[src/rtl/juego_pkg.sv]
// Shared types and constants for the board-processing stages (compaction, merge, movement).
package juego_pkg;

  localparam int N          = 4;
  localparam int VICTORIA   = 2048;
  localparam int TILE_W_DEF = 12;

  typedef logic [TILE_W_DEF-1:0] ficha_t;
  typedef ficha_t [N-1:0]        fila_t;
  typedef fila_t  [N-1:0]        tablero_t;

  typedef enum logic [1:0] {
    IDLE = 2'd0,
    LOAD = 2'd1,
    FILA = 2'd2,
    DONE = 2'd3
  } estado_t;

endpackage

[src/rtl/fusion_fila.sv]
// Combinational merge-right of one row, followed by right re-compaction.
module fusion_fila
  import juego_pkg::*;
#(
  parameter int TILE_W = 12
) (
  input  logic [N-1:0][TILE_W-1:0] fila_in,
  output logic [N-1:0][TILE_W-1:0] fila_out,
  output logic [TILE_W:0]          puntos_fila,
  output logic                     fusion,
  output logic                     gano_fila
);

  logic [N-1:0][TILE_W-1:0] tmp;
  logic                     salta;
  logic [1:0]               pos;

  // Scan from column 3 down; a merged pair consumes both cells, so the next
  // column is skipped to keep each tile in at most one merge. 2048 never merges.
  always_comb begin
    tmp         = fila_in;
    puntos_fila = '0;
    fusion      = 1'b0;
    gano_fila   = 1'b0;
    salta       = 1'b0;
    for (int i = N - 1; i >= 1; i--) begin
      if (salta) begin
        salta = 1'b0;
      end else if ((fila_in[i] != '0) && (fila_in[i] == fila_in[i-1]) &&
                   (fila_in[i] != TILE_W'(VICTORIA))) begin
        tmp[i]      = fila_in[i] << 1;
        tmp[i-1]    = '0;
        puntos_fila = puntos_fila + (TILE_W+1)'(tmp[i]);
        fusion      = 1'b1;
        if (tmp[i] == TILE_W'(VICTORIA)) gano_fila = 1'b1;
        salta       = 1'b1;
      end
    end
  end

  always_comb begin
    fila_out = '0;
    pos      = 2'd3;
    for (int i = N - 1; i >= 0; i--) begin
      if (tmp[i] != '0) begin
        fila_out[pos] = tmp[i];
        pos           = pos - 2'd1;
      end
    end
  end

endmodule

[src/rtl/combinar_derecha.sv]
// Right-merge pass over a 4x4 board: captures the board, merges one row per
// cycle through a shared fusion_fila, and publishes the result on DONE.
module combinar_derecha
  import juego_pkg::*;
#(
  parameter int TILE_W  = 12,
  parameter int SCORE_W = 16
) (
  input  logic                            clk,
  input  logic                            rst_n,
  input  logic                            start,
  input  logic [N-1:0][N-1:0][TILE_W-1:0] matriz_in,
  output logic [N-1:0][N-1:0][TILE_W-1:0] matriz,
  output logic                            busy,
  output logic                            done,
  output logic [SCORE_W-1:0]              puntos,
  output logic                            cambio,
  output logic                            gano,
  output estado_t                         estado
);

  // Handshake: start is a level sampled only in IDLE; busy covers LOAD..DONE;
  // done is a single-cycle pulse and results stay stable until the next LOAD.

  localparam int SUM_W = ((SCORE_W > TILE_W + 1) ? SCORE_W : TILE_W + 1) + 1;

  estado_t                         est, est_sig;
  logic [1:0]                      fila_cnt;
  logic [N-1:0][N-1:0][TILE_W-1:0] tablero, tablero_fin;
  logic [N-1:0][TILE_W-1:0]        fila_sel, fila_res;
  logic [TILE_W:0]                 pts_fila;
  logic                            fus_fila, gano_fila;
  logic [SUM_W-1:0]                suma;
  logic [SCORE_W-1:0]              puntos_sig;

  assign fila_sel = tablero[fila_cnt];

  fusion_fila #(.TILE_W(TILE_W)) u_fusion (
    .fila_in    (fila_sel),
    .fila_out   (fila_res),
    .puntos_fila(pts_fila),
    .fusion     (fus_fila),
    .gano_fila  (gano_fila)
  );

  always_ff @(posedge clk or negedge rst_n) begin
    if (!rst_n) est <= IDLE;
    else        est <= est_sig;
  end

  always_comb begin
    est_sig = est;
    case (est)
      IDLE:    if (start) est_sig = LOAD;
      LOAD:    est_sig = FILA;
      FILA:    if (fila_cnt == 2'd3) est_sig = DONE;
      DONE:    est_sig = IDLE;
      default: est_sig = IDLE;
    endcase
  end

  // Score accumulates with saturation at the all-ones value.
  always_comb begin
    suma       = SUM_W'(puntos) + SUM_W'(pts_fila);
    puntos_sig = (suma > SUM_W'({SCORE_W{1'b1}})) ? '1 : suma[SCORE_W-1:0];
  end

  // Final board including the row being merged this cycle, so matriz can be
  // loaded in one shot on the transition into DONE.
  always_comb begin
    tablero_fin           = tablero;
    tablero_fin[fila_cnt] = fila_res;
  end

  always_ff @(posedge clk or negedge rst_n) begin
    if (!rst_n) begin
      tablero  <= '0;
      matriz   <= '0;
      fila_cnt <= 2'd0;
      puntos   <= '0;
      cambio   <= 1'b0;
      gano     <= 1'b0;
    end else begin
      case (est)
        LOAD: begin
          tablero  <= matriz_in;
          fila_cnt <= 2'd0;
          puntos   <= '0;
          cambio   <= 1'b0;
          gano     <= 1'b0;
        end
        FILA: begin
          tablero[fila_cnt] <= fila_res;
          fila_cnt          <= fila_cnt + 2'd1;
          puntos            <= puntos_sig;
          cambio            <= cambio | fus_fila;
          gano              <= gano | gano_fila;
          if (fila_cnt == 2'd3) matriz <= tablero_fin;
        end
        default: ;
      endcase
    end
  end

  assign busy   = (est != IDLE);
  assign done   = (est == DONE);
  assign estado = est;

endmodule

[config.mk]
export PLATFORM = sky130hd
export DESIGN_NAME = combinar_derecha
export DESIGN_NICKNAME = d
export VERILOG_FILES = /design/src/rtl/juego_pkg.sv /design/src/rtl/fusion_fila.sv /design/src/rtl/combinar_derecha.sv
export SDC_FILE = /design/constraint.sdc
export NUM_CORES = 1
export LEC_CHECK = 0
export CAP_MARGIN = 0
export CORE_MARGIN = 2
export CORE_UTILIZATION = 43
export CTS_CLUSTER_DIAMETER = 200
export DETAILED_ROUTE_END_ITERATION = 16
export PLACE_DENSITY = 0.67
export SLEW_MARGIN = 20
export SYNTH_ARGS = -nofsm -noshare
export SYNTH_HDL_FRONTEND = slang
export SYNTH_HIERARCHICAL = 1
export SYNTH_SLANG_ARGS = --single-unit
[constraint.sdc]
create_clock -name clk -period 13.44 [get_ports clk]
set_input_delay 2.016 -clock clk [delete_from_list [all_inputs] [get_ports clk]]
set_output_delay 2.016 -clock clk [all_outputs]
set_load 0.03 [all_outputs]
Word level (Yosys, flattened, before mapping)
Cells that the tools add are included.

Flip-flop bits (word level): 406. Input port bits: 195. Output and inout bits: 214.

Add/subtract/negate cells: 6. $lt $le $gt $ge: 9. Equality and inequality tests: 15. Mux-type cells: 54. Bitwise gates (word level): 2. Reduce and logical (&&, ||, !) cells: 22.

Operators by type and width (count): 192-bit one-hot mux with 2 select lines (1); 48-bit two-way mux (5); 192-bit bitwise mux (1); 48-bit bitwise mux (3); 24-bit two-way mux (5); 48-bit binary-select mux with 2-bit select (1); 48-bit demux with 2-bit select (1); 12-bit nonzero test (7); 12-bit demux with 2-bit select (3); 12-bit two-way mux (5); 13-bit two-way mux (4); 12-bit equality test (3); 12-bit inequality test (second input constant) (3); 11-bit equality test (second input constant) (3); 16-bit one-hot mux with 2 select lines (1); 13-bit by 12-bit adder with 13-bit output (2); 16-bit by 13-bit adder with 17-bit output (1); 17-bit by 16-bit > comparator with 1-bit output (second input constant) (1); 16-bit two-way mux (1); 1-bit two-way mux (15); 2-bit by 3-bit less-than comparator with 1-bit output (second input constant) (4); 1-bit logical AND (10); 2-bit by 1-bit greater-or-equal comparator with 1-bit output (second input constant) (4); 2-bit two-way mux (4); 12 further kinds (20).

Logic depth before layout (Yosys ltp)
Gate-level depths: netlist of run 1.

Depth in word-level cells: 20. Depth in mapped cells: 35.

Cells and area by module
The synthesis of run 1 kept the hierarchy.

By module, submodules not included: combinar_derecha (times used 1, cells each 1915, area an instance 20006.7 um^2, seq. area each 10159.7 um^2); fusion_fila (times used 1, cells each 487, area an instance 3520.9 um^2, seq. area each 0.0 um^2).

Least setup slack after synthesis of run 1
OpenSTA, ideal clock, no wires.

Path kind: flip-flop to flip-flop. From: register fila_cnt[0]. To: register puntos[9]. Library setup time: 0.134 ns. Arrival: 7.199 ns. Slack: 6.106 ns. Cell stages (with the launch flop): 33. Buffers on the path: 6. Clock period less this slack: 7.334 ns. Cells stage by stage: dfrtp_1 clkbuf_1 buf_2 buf_2 mux4_2 xor2_1 nor4_4 and3_1 buf_2 clkbuf_1 and2_1 ha_1 inv_1 fa_1 nand3b_1 xor2_1 o21ai_0 ha_1 o21a_1 a2111oi_0 o31ai_1 a21oi_1 xnor2_1 o22ai_1 o21ai_0 ha_1 and2_1 a22o_1 nor3_1 a211oi_2 buf_4 a21oi_1 o22ai_1.

RTL lines: from (decl) (RTL line combinar_derecha.sv:28) `logic [1:0] fila_cnt;`; from (signal assigned) (RTL line combinar_derecha.sv:94) `fila_cnt <= fila_cnt + 2'd1;`; to (signal assigned) (RTL line combinar_derecha.sv:95) `puntos <= puntos_sig;`; to (decl) (RTL line combinar_derecha.sv:16) `output logic [SCORE_W-1:0] puntos,`.

==> metrics.md, run 1 <==
| Metric | Value |
|---|---|
| Clk_lat worst skew | ~0.60 ns |
| Status | complete, no violations |
| Num ports | between 400 and 500 |
| Synth cell types | 80 |
| Gpl congestion | approximately 0.88 |
| Die W | 237.9 um |
| Most frequent CP cell | ha_1 |
| Worst Hold Path Cells | 2 |
| Layout Cells excl Fill | between 3000 and 4000 |
| Pins Over Slew Limit | 0 |
| Avg WL per Cell | roughly 25 um |
| Ys Warns | 6 |
| WS Path Type | reg -> reg |
| Post-synthesis instance total | between 2000 and 2500 |
| Setup Fix Bufs, Post-CTS | 0 |
| I/O Buffers | about 400 |
| Worst setup EP type | flop |
| Remaining DRCs | 0 |
| CP top delay family | compound AO/OA/AOI/OAI gates |
| P&R area growth vs syn | 25.07% |
| RSZ-0062 raised after global routing | false |
| Final Net Count | about 2900 |
| Worst slew pin tran | roughly 1.2 ns |
| Initial drt markers | 2615 |
| Worst Hold Class | reg -> reg |
| DRT Pass-1 Iters | 5 |
| Largest net degree at the start of global routing | about 160 |
| First-pass GRT wire length | roughly 130 mm |
| Setup violations, final | 0 |
| WL final | approximately 86 mm |
| # H-tree levels | 2 |
| # hold bufs at CTS | 0 |
| Ys async rst share | 1.000 |
| Synth Area per Inst | about 10 um^2 |
| Placed Cells incl. Taps | between 3000 and 4000 |
| Core footprint | roughly 54000 um^2 |
| Worst path arrival time | between 9 and 10 ns |
| Post-placement cell area | ~28000 um^2 |
| #FFs+latches synth | around 410 |
| Total CTS buffers | between 40 and 50 |
| Worst clock skew | approximately 0.033 ns |
| Met3 Use GR | 0.04847 |
| FMAX | around 110 MHz |
| ANT nets after route | 0 |
| Detailed placement HPWL | 59.50 mm |
| Reg2reg path depth | 27 |
| Worst-path fanout max | 27 |
| Top Usage Layer GRT | met2 |
| Clock transition at the registers of the reported paths | around 0.060 ns |
| Count of final hold-check violations | 0 |
| Die area | roughly 57000 um^2 |
| Post-synth EDFFs | 0 |
| Crit-path slowest cell | dfrtp_4 |
| Share of cells above drive strength 1 | 0.09538 |
| Crit share post-route | 0.6679 |
| Maximum vdd drop | just over 0.0002 V |
| Total negative setup slack | 0 ns |
| Die Ht | approximately 240 um |
| Startpoint Class | flop |
| Top FF cell, synth | dfrtp_1 |
| Cell area after layout | about 30000 um^2 |
| Gr ovfl total | 0 |
| GR Layer Usage met1 | 0.4188 |
| CTS resizes | 0 |
| Initial Utilization | 0.4363 |
| Crit path depth | 27 |
| Buffers and inverters on the worst path | 2 |
| Hold WS | ~0.48 ns |
| PwrDens | 304.1 nW/um^2 |
| Seq/Total Area, Yosys | 0.4318 |
| Std-Cell Rows | 85 |
| Leak Pwr | approximately 12 nW |
| Root Buffer | clkbuf_16 |
| Number of global-route vias before repair | just over 20000 |
| CTS tree | built |
| Slew headroom | 0.2023 |
| Overall power | between 8 and 9 mW |
| Detailed-route via count | around 22000 |
| Max Cap Viol | 0 |
| Max Root-Sink Buffers | 3 |
| CTS sink count | ~400 |
| Mapped Nets | between 2000 and 3000 |
| Critical Path RT | 13.95 ns |
| Via-to-Cell Ratio | 6.320 |
| Final min period | ~9.0 ns |
| Mapped cell area | ~24000 um^2 |
| Initial antenna violation count | 10 |
| Met2 Usage GRT | 0.4576 |
| Total track usage | 0.2945 |
| Max incr delay on CP | just under 0.8 ns |
cell usage in the layout, fill, tap and decap left out, types with 9 or more instances in the layout:
master	Yosys	routed
mux2i_1	201	200
nand3_1	12	12
clkdlybuf4s50_1	0	407
o22ai_1	360	360
nor3_1	14	14
clkbuf_8	0	12
nor2_1	55	55
clkbuf_16	0	47
xnor2_1	12	12
nand3b_1	50	50
nor4_1	9	9
and2_1	9	9
ha_1	44	38
mux2_2	60	60
dfrtp_1	406	404
o21ai_0	227	227
nand2_1	213	208
a21oi_1	245	245
mux4_2	48	48
clkbuf_1	135	9
a31oi_1	10	10
buf_4	5	27
xor2_1	46	46
nand2b_1	12	12
inv_1	33	33
logic make-up after synthesis:
logic type      after synthesis  synth area share
other cells                   1         0.0001594
xor+xnor                     58           0.02159
compound gates              905            0.2222
buf+inv                     250           0.04579
fa+ha+maj                    47           0.02595
flops                       406            0.4318
simple gates                425           0.09179
mux                         310            0.1607
routing by layer:
layer / up-vias / routed length (um)
li1: 9567 / -
met1: 10920 / 37350
met2: 912 / 40010
met3: 135 / 5789
met4: 6 / 2543
met5: - / 47
report_power, final:
part           switching [mW]  internal (mW)
Combinational            3.44           1.97
Clock                   0.538          0.750
Sequential              0.492           1.76
final timing paths:
path	slack [ns]	end	start
max	4.46	puntos[11]	fila_cnt[0]
min	0.48	matriz[95]	matriz[95]
max in group asynchronous	10.43	matriz[4]	rst_n
min in group asynchronous	1.50	matriz[190]	rst_n
max reg2reg	4.46	puntos[11]	fila_cnt[0]
min reg2reg	0.48	matriz[95]	matriz[95]
Yosys cell counts (14+ instances only):
cell type / count / share of area
a21oi_1: 245 / 0.052
mux2i_1: 201 / 0.086
nand3b_1: 50 / 0.016
nand2_1: 213 / 0.034
o21ai_0: 227 / 0.048
clkbuf_1: 135 / 0.022
mux2_2: 60 / 0.029
nor2_1: 55 / 0.0088
o22ai_1: 360 / 0.096
xor2_1: 46 / 0.017
nor3_1: 14 / 0.0030
inv_1: 33 / 0.0053
mux4_2: 48 / 0.046
buf_1: 21 / 0.0034
ha_1: 44 / 0.023
buf_2: 48 / 0.010
dfrtp_1: 406 / 0.43
tightest hold or removal path: stages (launching register included):
cell and delay (ns):
dfrtp_1 0.34, nand2_1 0.04, o21ai_0 0.06
area by class of cell:
type	instances	area, um^2
clock buffers	68	1375
clock inverters	15	157.7
repair buffers	437	4323
flip-flops and latches	406	10160
fillers	4786	24490
multi-input cells	1746	12390
well taps	696	870.8
inverters	33	123.9
diodes	8	20.02
sequential cells by signal (all words and copies together), names as in the netlist:
signal    flops
matriz      192
tablero     192
puntos       16
estado        2
fila_cnt      2
cambio        1
gano          1
through the flow:
| step | utilization | worst slack [ns] |
|---|---|---|
| after CTS | 0.5452 | 4.412 |
| after global placement | 0.5168 | 4.660 |
| after floorplan | - | 6.106 |
| after detailed placement | 0.5168 | 4.480 |
| final | 0.5457 | 4.464 |
| after global routing | 0.5457 | 3.733 |
(Power assumes the default switching activity.)
==> run 2, diff against run 1 <==
Settings changed: PLACE_DENSITY 0.67 to 0.7.
Clock period 13.44 ns to 7.2 ns, I/O delays scaled along.
==> metrics.md, run 2 (synthesized netlist as in run 1, its figures left out) <==
| Metric | Value |
|---|---|
| Status | complete, no violations |
| Slew headroom | 0.2202 (+0.01790) |
| Initial drt markers | 2387 (-8.7%) |
| Crit-path slowest cell | mux4_2 |
| Worst setup EP type | flop |
| Total CTS buffers | 46 (unchanged) |
| First-pass GRT wire length | 132.9 mm (+3.0%) |
| Hold WS | 0.4627 ns (-0.01475 ns) |
| Fillers | 4713 (-1.5%) |
| Setup violations, final | 0 (unchanged) |
| Overall power | 17.06 mW (+91%) |
| # hold bufs at CTS | 0 (unchanged) |
| Via-to-Cell Ratio | 6.300 (-0.31%) |
| Number of global-route vias before repair | 21250 (+2.8%) |
| Initial antenna violation count | 13 (+3) |
| Worst slew pin tran | 1.170 ns (+0.006431 ns) |
| Final min period | 6.860 ns (-2.117 ns) |
| Worst path arrival time | 7.32 ns (-2.16 ns) |
| WS Path Type | reg -> reg |
| Final Net Count | 2965 (+1.8%) |
| CTS sink count | 406 (unchanged) |
| Layout Cells excl Fill | 3464 (+1.6%) |
| Avg WL per Cell | 25.39 um (+0.95%) |
| Critical Path RT | 7.66 ns (-6.29 ns) |
| Critical R2R Capture | puntos[8] |
| Total track usage | 0.3038 (+0.009306) |
| Total negative setup slack | 0 ns (unchanged) |
| Clock transition at the registers of the reported paths | 0.06 ns (about the same) |
| # H-tree levels | 2 (unchanged) |
| Die area | 56600 um^2 (unchanged) |
| Worst clock skew | 0.02477 ns (-0.008187 ns) |
| Startpoint Class | flop |
| Leak Pwr | 12.25 nW (+2.3%) |
| Gpl congestion | 0.8972 (+1.6%) |
| Worst-path fanout max | 27 (unchanged) |
| CTS tree | built |
| Biggest regs | matriz: 192 flops, tablero: 192 flops, puntos: 16 flops |
| Die Ht | 237.9 um (unchanged) |
| Max Cap Viol | 0 (unchanged) |
| Gr ovfl total | 0 (unchanged) |
| Reg2reg path depth | 26 (-3.7%) |
| P&R area growth vs syn | 27.29% |
| DRT Pass-1 Iters | 6 (+1) |
| Std-Cell Rows | 85 (unchanged) |
| Max Root-Sink Buffers | 3 (unchanged) |
| Count of final hold-check violations | 0 (unchanged) |
| Remaining DRCs | 0 (unchanged) |
| Die W | 237.9 um (unchanged) |
| Commonest non-fill, non-tap cells in the layout | clkdlybuf4s50_1 (407), dfrtp_1 (404), o22ai_1 (360) |
| WL final | 87.96 mm (+2.6%) |
| Share of cells above drive strength 1 | 0.1142 (+0.01883) |
| Most common cell after layout, fill and taps aside | clkdlybuf4s50_1 |
| Worst Hold Class | in -> async |
| Clk_lat worst skew | 0.60 ns (about the same) |
| Placed Cells incl. Taps | 3361 (+1.3%) |
| Root Buffer | clkbuf_16 |
| Pins Over Slew Limit | 0 (unchanged) |
| Maximum vdd drop | 0.0003355 V (+66%) |
| Max incr delay on CP | 0.75 ns (-0.02 ns) |
| Num ports | 409 (unchanged) |
| PwrDens | 569.7 nW/um^2 (+87%) |
| Largest net degree at the start of global routing | 176 (+11%) |
| RR Startpoint | fila_cnt[0] |
| I/O Buffers | 408 (unchanged) |
| FMAX | 145.8 MHz (+31%) |
| Core footprint | 53920 um^2 (unchanged) |
| ANT nets after route | 0 (unchanged) |
| Initial Utilization | 0.4363 (unchanged) |
| Detailed placement HPWL | 61.12 mm (+2.7%) |
| R2R Setup Slk | 0.34 ns (-4.12 ns) |
| Crit share post-route | 0.9527 (+0.2848) |
| Detailed-route via count | 21820 (+1.3%) |
run 2: cell count changes in the layout (fill, tap and decap cells not counted), moves of 2 or more:
cell,delta
diode_2,+2
o21ai_1,+2
inv_6,-2
buf_4,+49
buf_12,+5
clkbuf_8,-7
clkinvlp_4,+3
clkinv_8,+2
clkbuf_1,+2
bufinv_16,+3
a2111oi_0,-2
o21ai_0,-2
run 2: layout make-up:
class | instances | area, um^2 | share of cell area
Timing Repair Buffer | 490 | 4780 | 0.1596
Inverter | 33 | 123.9 | 0.004136
Clock inverter | 20 | 265.3 | 0.008857
Tap cell | 696 | 870.8 | 0.02908
Sequential cell | 406 | 10160 | 0.3394
Clock buffer | 63 | 1286 | 0.04295
Multi-Input combinational cell | 1746 | 12430 | 0.4151
Antenna cell | 10 | 25.02 | 0.0008356
run 2: metal layers:
metal | part of all wire | vias up | global-route usage
li1 | - | 9683 | -
met1 | 0.43 | 11020 | 0.4322
met2 | 0.47 | 959 | 0.4785
met3 | 0.073 | 158 | 0.05009
met4 | 0.026 | 8 | 0.08881
met5 | 0.00064 | - | 0
run 2: worst max-delay path by stage:
stage	startpoint	end
after floorplan	fila_cnt[0]	puntos[9]
final	fila_cnt[0]	puntos[8]
after CTS	fila_cnt[0]	puntos[8]
after global placement	fila_cnt[0]	puntos[12]
after global routing	fila_cnt[0]	puntos[8]
after detailed placement	fila_cnt[0]	puntos[12]
run 2: worst max-delay path: cells and delay by family, from the launching register on:
| family | cells | cell delay [ns] |
|---|---|---|
| xor+xnor | 2 | 0.36 |
| flops | 1 | 0.48 |
| mux | 1 | 0.75 |
| simple gates | 9 | 2.11 |
| compound gates | 9 | 1.78 |
| buf+inv | 3 | 0.56 |
| fa+ha+maj | 2 | 0.65 |
run 2: power by group:
part           internal [mW]  total (mW)  switching, mW
Combinational           3.89        10.4           6.55
Clock                   1.44        2.45           1.01
Sequential              3.29        4.17          0.878
Total                   8.62        17.1           8.44
run 2: metrics by stage:
step	instance area, um^2	utilization	setup slack, ns
after floorplan	23530	-	0.005252
after global placement	28240	0.5238	0.002754
after detailed placement	28240	0.5238	-0.06269
after CTS	29800	0.5528	0.05464
after global routing	29940	0.5553	-0.01338
final	29950	0.5554	0.3404
run 2: timing repair:
| item | CTS | global route |
|---|---|---|
| pin swaps | 0 | 3 |
| endpoints found under the setup margin | 8 | 16 |
| gates resized for setup | 2 | 10 |
| setup buffers | 0 | 10 |
| cloned | 0 | 0 |
